### src/rtl/demux_tdm4_pkg.sv
// demux_tdm4_pkg
//   Shared constants and state encoding for the 4-slot TDM demultiplexer.
//   SLOTS : slots per frame
//   SEL_W : width of the slot index / remote mux select
//   state_t : HUNT (waiting for a frame marker) / RUN (collecting slots)
package demux_tdm4_pkg;

  localparam int SLOTS = 4;
  localparam int SEL_W = 2;

  typedef enum logic [0:0] {
    HUNT = 1'b0,
    RUN  = 1'b1
  } state_t;

endpackage

### src/rtl/tdm_slot_ctr.sv
// tdm_slot_ctr
//   Mod-SLOTS slot counter. load1 has priority over en and forces the count
//   to 1; this is the value that follows a slot-0 beat.
//   clk   : clock, rising edge
//   rst   : synchronous active-high reset, count -> 0
//   en    : advance by one, wrapping SLOTS-1 -> 0
//   load1 : load the count with 1
//   cnt   : current slot index
module tdm_slot_ctr
  import demux_tdm4_pkg::*;
(
  input  logic             clk,
  input  logic             rst,
  input  logic             en,
  input  logic             load1,
  output logic [SEL_W-1:0] cnt
);

  always_ff @(posedge clk) begin
    if (rst) begin
      cnt <= '0;
    end else if (load1) begin
      cnt <= SEL_W'(1);
    end else if (en) begin
      if (cnt == SEL_W'(SLOTS - 1)) cnt <= '0;
      else                          cnt <= cnt + SEL_W'(1);
    end
  end

endmodule

### src/rtl/demux_tdm4.sv
// demux_tdm4
//   Reconstructs a 4-bit word from a serial TDM stream, one bit per slot.
//   Slots 0..2 go into a shadow register; the slot-3 beat completes the
//   word, which is loaded into q together with a one-cycle q_valid pulse.
//   Parameter SYNC_REQ: 1 = each frame must start with sync,
//                       0 = free-running slot counter, sync only realigns.
//   clk       : clock, rising edge
//   rst       : synchronous active-high reset
//   din       : serial slot bit
//   din_valid : din carries a slot beat this cycle
//   sync      : frame marker, marks slot 0 (only meaningful with din_valid)
//   sel       : slot index expected for the next valid beat
//   q         : last complete word, q[k] = slot-k bit
//   q_valid   : one-cycle pulse, q updated
//   err       : one-cycle pulse, framing error
module demux_tdm4
  import demux_tdm4_pkg::*;
#(
  parameter int SYNC_REQ = 1
) (
  input  logic             clk,
  input  logic             rst,
  input  logic             din,
  input  logic             din_valid,
  input  logic             sync,
  output logic [SEL_W-1:0] sel,
  output logic [SLOTS-1:0] q,
  output logic             q_valid,
  output logic             err
);

  localparam state_t RESET_STATE = (SYNC_REQ != 0) ? HUNT : RUN;

  state_t             state, state_nxt;
  logic [SEL_W-1:0]   cnt;
  logic [SLOTS-2:0]   shadow;

  logic               ctr_en;
  logic               ctr_load1;
  logic               shd_we;
  logic [SEL_W-1:0]   shd_idx;
  logic               load_q;
  logic               err_d;

  tdm_slot_ctr u_ctr (
    .clk   (clk),
    .rst   (rst),
    .en    (ctr_en),
    .load1 (ctr_load1),
    .cnt   (cnt)
  );

  assign sel = cnt;

  always_ff @(posedge clk) begin
    if (rst) state <= RESET_STATE;
    else     state <= state_nxt;
  end

  always_comb begin
    state_nxt = state;
    if (din_valid) begin
      case (state)
        HUNT: if (sync) state_nxt = RUN;
        RUN:  if (!sync && (cnt == '0) && (SYNC_REQ != 0)) state_nxt = HUNT;
        default: state_nxt = RESET_STATE;
      endcase
    end
  end

  // Per-beat action decode. Any sync beat is taken as slot 0; in RUN a sync
  // landing on slots 1..3 also flags the realignment as an error.
  always_comb begin
    ctr_en    = 1'b0;
    ctr_load1 = 1'b0;
    shd_we    = 1'b0;
    shd_idx   = cnt;
    load_q    = 1'b0;
    err_d     = 1'b0;
    if (din_valid) begin
      if (sync) begin
        shd_we    = 1'b1;
        shd_idx   = '0;
        ctr_load1 = 1'b1;
        err_d     = (state == RUN) && (cnt != '0);
      end else if (state == RUN) begin
        if (cnt == '0) begin
          if (SYNC_REQ != 0) begin
            err_d = 1'b1;
          end else begin
            shd_we    = 1'b1;
            shd_idx   = '0;
            ctr_load1 = 1'b1;
          end
        end else if (cnt == SEL_W'(SLOTS - 1)) begin
          load_q = 1'b1;
          ctr_en = 1'b1;
        end else begin
          shd_we = 1'b1;
          ctr_en = 1'b1;
        end
      end
    end
  end

  // Registered datapath: shadow capture, word load and the output pulses.
  always_ff @(posedge clk) begin
    if (rst) begin
      shadow  <= '0;
      q       <= '0;
      q_valid <= 1'b0;
      err     <= 1'b0;
    end else begin
      for (int i = 0; i < SLOTS - 1; i++) begin
        if (shd_we && (shd_idx == SEL_W'(i))) shadow[i] <= din;
      end
      if (load_q) q <= {din, shadow};
      q_valid <= load_q;
      err     <= err_d;
    end
  end

endmodule

### config.mk
export PLATFORM = sky130hd
export DESIGN_NAME = demux_tdm4
export DESIGN_NICKNAME = d
export VERILOG_FILES = /design/src/rtl/demux_tdm4_pkg.sv /design/src/rtl/tdm_slot_ctr.sv /design/src/rtl/demux_tdm4.sv
export SDC_FILE = /design/constraint.sdc
export NUM_CORES = 1
export LEC_CHECK = 0
export BUFFER_PORTS_ARGS = -buffer_cell sky130_fd_sc_hd__buf_2
export CORE_AREA = 2 2 39 41
export DETAILED_ROUTE_END_ITERATION = 10
export DIE_AREA = 0 0 41 43
export PLACE_DENSITY = 0.72
export SLEW_MARGIN = 5
export SYNTH_ARGS = -nofsm -noshare
export SYNTH_HDL_FRONTEND = slang
export SYNTH_SLANG_ARGS = --single-unit
### constraint.sdc
create_clock -name clk -period 3.7 [get_ports clk]
set_input_delay 0.74 -clock clk [delete_from_list [all_inputs] [get_ports clk]]
set_output_delay 0.74 -clock clk [all_outputs]
set_load 0.05 [all_outputs]
Yosys cells after proc, flatten, opt, wreduce, memory -nomap -nowiden
Index checks and enable logic that the tools add are counted.
{"block": "op_classes", "add_sub_neg": 1, "eq_ne": 3, "muxes": 26, "bitwise_logic": 2, "n_reduce_logical": 12}
{"op": "$mux 1", "n": 22}
{"op": "$mux 2", "n": 3}
{"op": "$logic_and 1x1->1", "n": 5}
{"op": "$eq 2x2->1 const B", "n": 2}
{"op": "$logic_not 2->1", "n": 2}
{"op": "$reduce_bool 2->1", "n": 2}
{"op": "$reduce_or 2->1", "n": 2}
{"op": "$add 2x1->2 const B", "n": 1}
{"op": "$eq 2x1->1 const B", "n": 1}
{"op": "$not 1->1", "n": 2}
{"op": "$pmux 1 s2", "n": 1}
{"op": "$logic_not 1->1", "n": 1}
{"block": "totals", "ff_bits": 12, "in_bits": 5, "out_inout_bits": 8, "wordCells": 53}

Logic depth before layout (Yosys ltp)
{"block": "depth", "ltp_word": 7, "depth_mapped": 5, "depth_no_buf": 5}

Cells and area by module
A second synthesis with hierarchy kept.
{"block": "unflattened", "cells_unflattened": 57, "area_unflattened_um2": 540.5}
{"mod": "demux_tdm4", "n_inst": 1, "cells_each": 48, "area_each_um2": 447.9, "seq_area_each_um2": 200.2}
{"mod": "tdm_slot_ctr", "n_inst": 1, "cells_each": 9, "area_each_um2": 92.6, "seq_area_each_um2": 40.0}

Least setup slack after synthesis
OpenSTA, ideal clock, no wires.
{"block": "synth_timing", "path_type": "register to register", "startpoint": "register u_ctr.cnt[0]", "endpoint": "register u_ctr.cnt[1]", "setup_ps": 116, "arrival_time_ps": 1694, "required_time_ps": 3584, "slack_ps": 1890, "path_stages_with_launch": 6, "n_path_buf": 0, "synth_period_minus_slack_ps": 1810, "cell_sequence": "dfxtp_1 -> inv_1 -> ha_1 -> nand4bb_4 -> mux2_2 -> and3_1"}
{"block": "synth_via", "elab_chain_cells": 5, "elab_cells_between_ends": 8, "cone_classes": "add/sub: 1; eq/ne: 1; mux: 5; reduce/logical: 1"}
{"item": "start, declared", "line": "tdm_slot_ctr.sv:16", "source": "output logic [SEL_W-1:0] cnt"}
{"item": "start signal, assigned", "line": "tdm_slot_ctr.sv:26", "source": "else cnt <= cnt + SEL_W'(1);"}
{"item": "$logic_not 2->1", "line": "demux_tdm4.sv:87", "source": "if (cnt == '0) begin"}
{"item": "$mux 1", "line": "demux_tdm4.sv:87"}
{"item": "$mux 1", "line": "demux_tdm4.sv:86", "source": "end else if (state == RUN) begin"}
{"item": "$mux 1", "line": "demux_tdm4.sv:81", "source": "if (sync) begin"}
{"item": "$mux 1", "line": "demux_tdm4.sv:80", "source": "if (din_valid) begin"}
Parallel ways exist; a longest one is shown, timed or not.
A chain may end at the register's enable or synchronous reset.

Worst setup path in the final report
{"block": "layout_timing", "startpoint": "register u_ctr.cnt[0]", "endpoint": "output sel[0]"}
{"item": "end, declared", "line": "demux_tdm4.sv:26", "source": "output logic [SEL_W-1:0] sel,"}
No word-level cell between the ends.

==> metrics <==
status=completed; Placed Area=roughly 610 um^2; DR WL/cell=12.2 um; Max Fanout on Critical Path=7; Comb pwr share=8.8%; post-route ant nets=0; worst reg2reg path startpoint=u_ctr.cnt[0]$_SDFFE_PP0P_; H-tree levels=1; Ys Warns=0; VDD IR max=between 0.0001 and 0.00015 V; CTS tree=built; TritonCTS buffer count=3; syn_area_per_cell=~9.6 um^2; crit path from=u_ctr.cnt[0]$_SDFFE_PP0P_; crit path capture type=output port; Sequential Power Share=between 50% and 60%; Inserted Diodes=0; worst skew pair latency=about 0.28 ns; TritonRoute pass-1 iters=4; largest net degree at the start of global routing=10; Post-CTS Resized=0; Placer Congestion=0.700; dominant cells by area after synthesis=dfxtp_1 (44%), nand2_1 (6.9%), nand4bb_4 (5.0%), ha_1 (4.6%), mux2i_1 (3.7%); nets@finish=slightly below 80; Via density=between 5 and 6; number of global-route vias before repair=440; unrepaired setup endpoints after global routing=no; net switching power=roughly 0.000066 W; Reg area=240 um^2; Multi-input gate area=between 200 and 300 um^2; Hold Crit Start=q[0]$_SDFFE_PP0P_; Pwr per Cell Area=slightly above 400 nW/um^2; Final period util=between 40% and 50%; FP Rows=14; Worst EP required=approximately 3.0 ns; post-synth top area share=44.0%; Slew @ Worst Pin=about 0.28 ns; initial antenna violation count=0; via count=between 400 and 500; Final Hold Viols=0; CTS root buf=clkbuf_4; Die Area=~1800 um^2; layout cell share with drive strength beyond 1=about 28%; max incr delay on CP=approximately 0.45 ns; TritonCTS Sinks=12; Final setup viols=0; Setup TNS Final=0 ns; worst hold slack=0.458 ns; Hold Buf Count CTS=0; GRT overflow=0; Seq cells post-synth=12; initial DRC count=6; post-layout util=between 40 and 50%; Die Span X=just over 40 um; dominant cell type by area after synthesis=dfxtp_1; kind of critical path=reg -> out; commonest cells after routing, fill and taps aside=dfxtp_1 (12), buf_2 (12), nand2_1 (10), nand3_1 (4); Internal Power=roughly 0.0002 W; Port Buffers=12; hpwl dp=763 um; Final Cell Area=between 600 and 700 um^2; fill count=between 100 and 150; Initial Util=roughly 39%; Syn Inst Count=57; Syn Nets=64; Worst Path Arrival=between 1 and 1.5 ns; Post-CTS Setup Repair Bufs=0; MaxCap Viol Count=0; final wirelength=~1100 um; Clock Tree Buf Depth=2; Area growth syn-to-layout=19.0%; clock slew at reported path FFs=about 0.080 ns; Max Fclk=561 MHz; Buf/Inv on CP=1; first-pass GRT wire length=between 1500 and 2000 um; Total GRT Usage=14.7%; Final Max Tran Viols=0; critical path cell sequence=buf_2; P_leak=around 0.28 nW; Slew HR=81.1%; Post-route DRC=0; worst min path class=reg -> reg; Switching Share=between 20% and 30%; clock power share=between 40 and 50%; Startpoint Class=flip-flop; Unique masters post-synth=27; die height=roughly 43 um; CORE AREA=roughly 1400 um^2; family with the most delay on the worst path=flip-flops; Post-Synthesis Cell Area=546 um^2; IO Count=13; Final Critical Period=approximately 1.8 ns; clock skew=around 0.0046 ns; Slowest-stage cell, CP=dfxtp_1; register area share after synthesis=between 40% and 50%
## cell usage after synthesis
cell type,number
dfxtp_1,12
nand2_1,10
nand3_1,4
o21ai_0,3
a21oi_1,2
ha_1,2
inv_1,2
mux2i_1,2
nand4b_1,2
a31oi_1,1
a41oi_1,1
and3_1,1
and3b_2,1
and4_1,1
buf_2,1
buf_4,1
inv_2,1
mux2_2,1
nand4_1,1
nand4bb_1,1
nand4bb_4,1
nor2_1,1
nor3_1,1
nor3b_1,1
o311ai_0,1
or3_1,1
xnor2_1,1
## cell families (layout without fill, tap and decap cells)
family | Yosys count | after routing | share of synthesized area (%)
DFF | 12 | 12 | 44.0
muxes | 3 | 3 | 5.73
and+or+nand+nor | 26 | 26 | 30.7
buffers and inverters | 5 | 19 | 4.36
AOI/OAI and AO/OA | 8 | 8 | 8.95
xor gates and xnor gates | 1 | 1 | 1.61
adders and majority gates | 2 | 2 | 4.59
## path summary, 6_finish.rpt
kind	cells past startpoint	slack (ns)	endpoint
max	1	1.92	sel[0]
min	2	0.46	q[0]$_SDFFE_PP0P_
max reg2reg	5	2.11	u_ctr.cnt[1]$_SDFFE_PP0P_
min reg2reg	2	0.46	q[0]$_SDFFE_PP0P_
## power groups by stage
stage / clock [W] / combinational [W] / sequential (W)
after floorplan: 0 / 0.0000143 / 0.000140
final: 0.000108 / 0.0000236 / 0.000135
after global placement: 0 / 0.0000227 / 0.000138
after global routing: 0.000114 / 0.0000257 / 0.000135
after CTS: 0.000110 / 0.0000235 / 0.000135
after detailed placement: 0 / 0.0000231 / 0.000138
## per-layer routing
metal	global-route usage, %	share of wire (%)	routed length [um]	vias to the layer above
met5	0	0	0	-
met4	12.0	2.7	29	0
met3	3.14	4.6	49	4
met2	23.8	47	499	12
met1	15.0	46	484	215
li1	-	-	-	234
## registers in the layout, indices dropped and copies added, names as in the netlist
register   flops
err            1
q              4
q_valid        1
shadow         3
state          1
u_ctr.cnt      2
## final cells by class
type | instances | area share, %
repair buffers | 12 | 9.25
inverters | 3 | 1.73
clock buffers | 4 | 5.59
multi-input cells | 40 | 43.4
well taps | 16 | 3.08
flip-flops and latches | 12 | 37.0
## stage by stage
step,total power (W),setup WS [ns],cells
after floorplan,0.000155,1.89,57
after global placement,0.000160,2.07,83
after detailed placement,0.000161,2.05,83
after CTS,0.000269,1.91,87
after global routing,0.000275,1.88,87
final,0.000266,1.92,87
(Power assumes the default switching activity.)
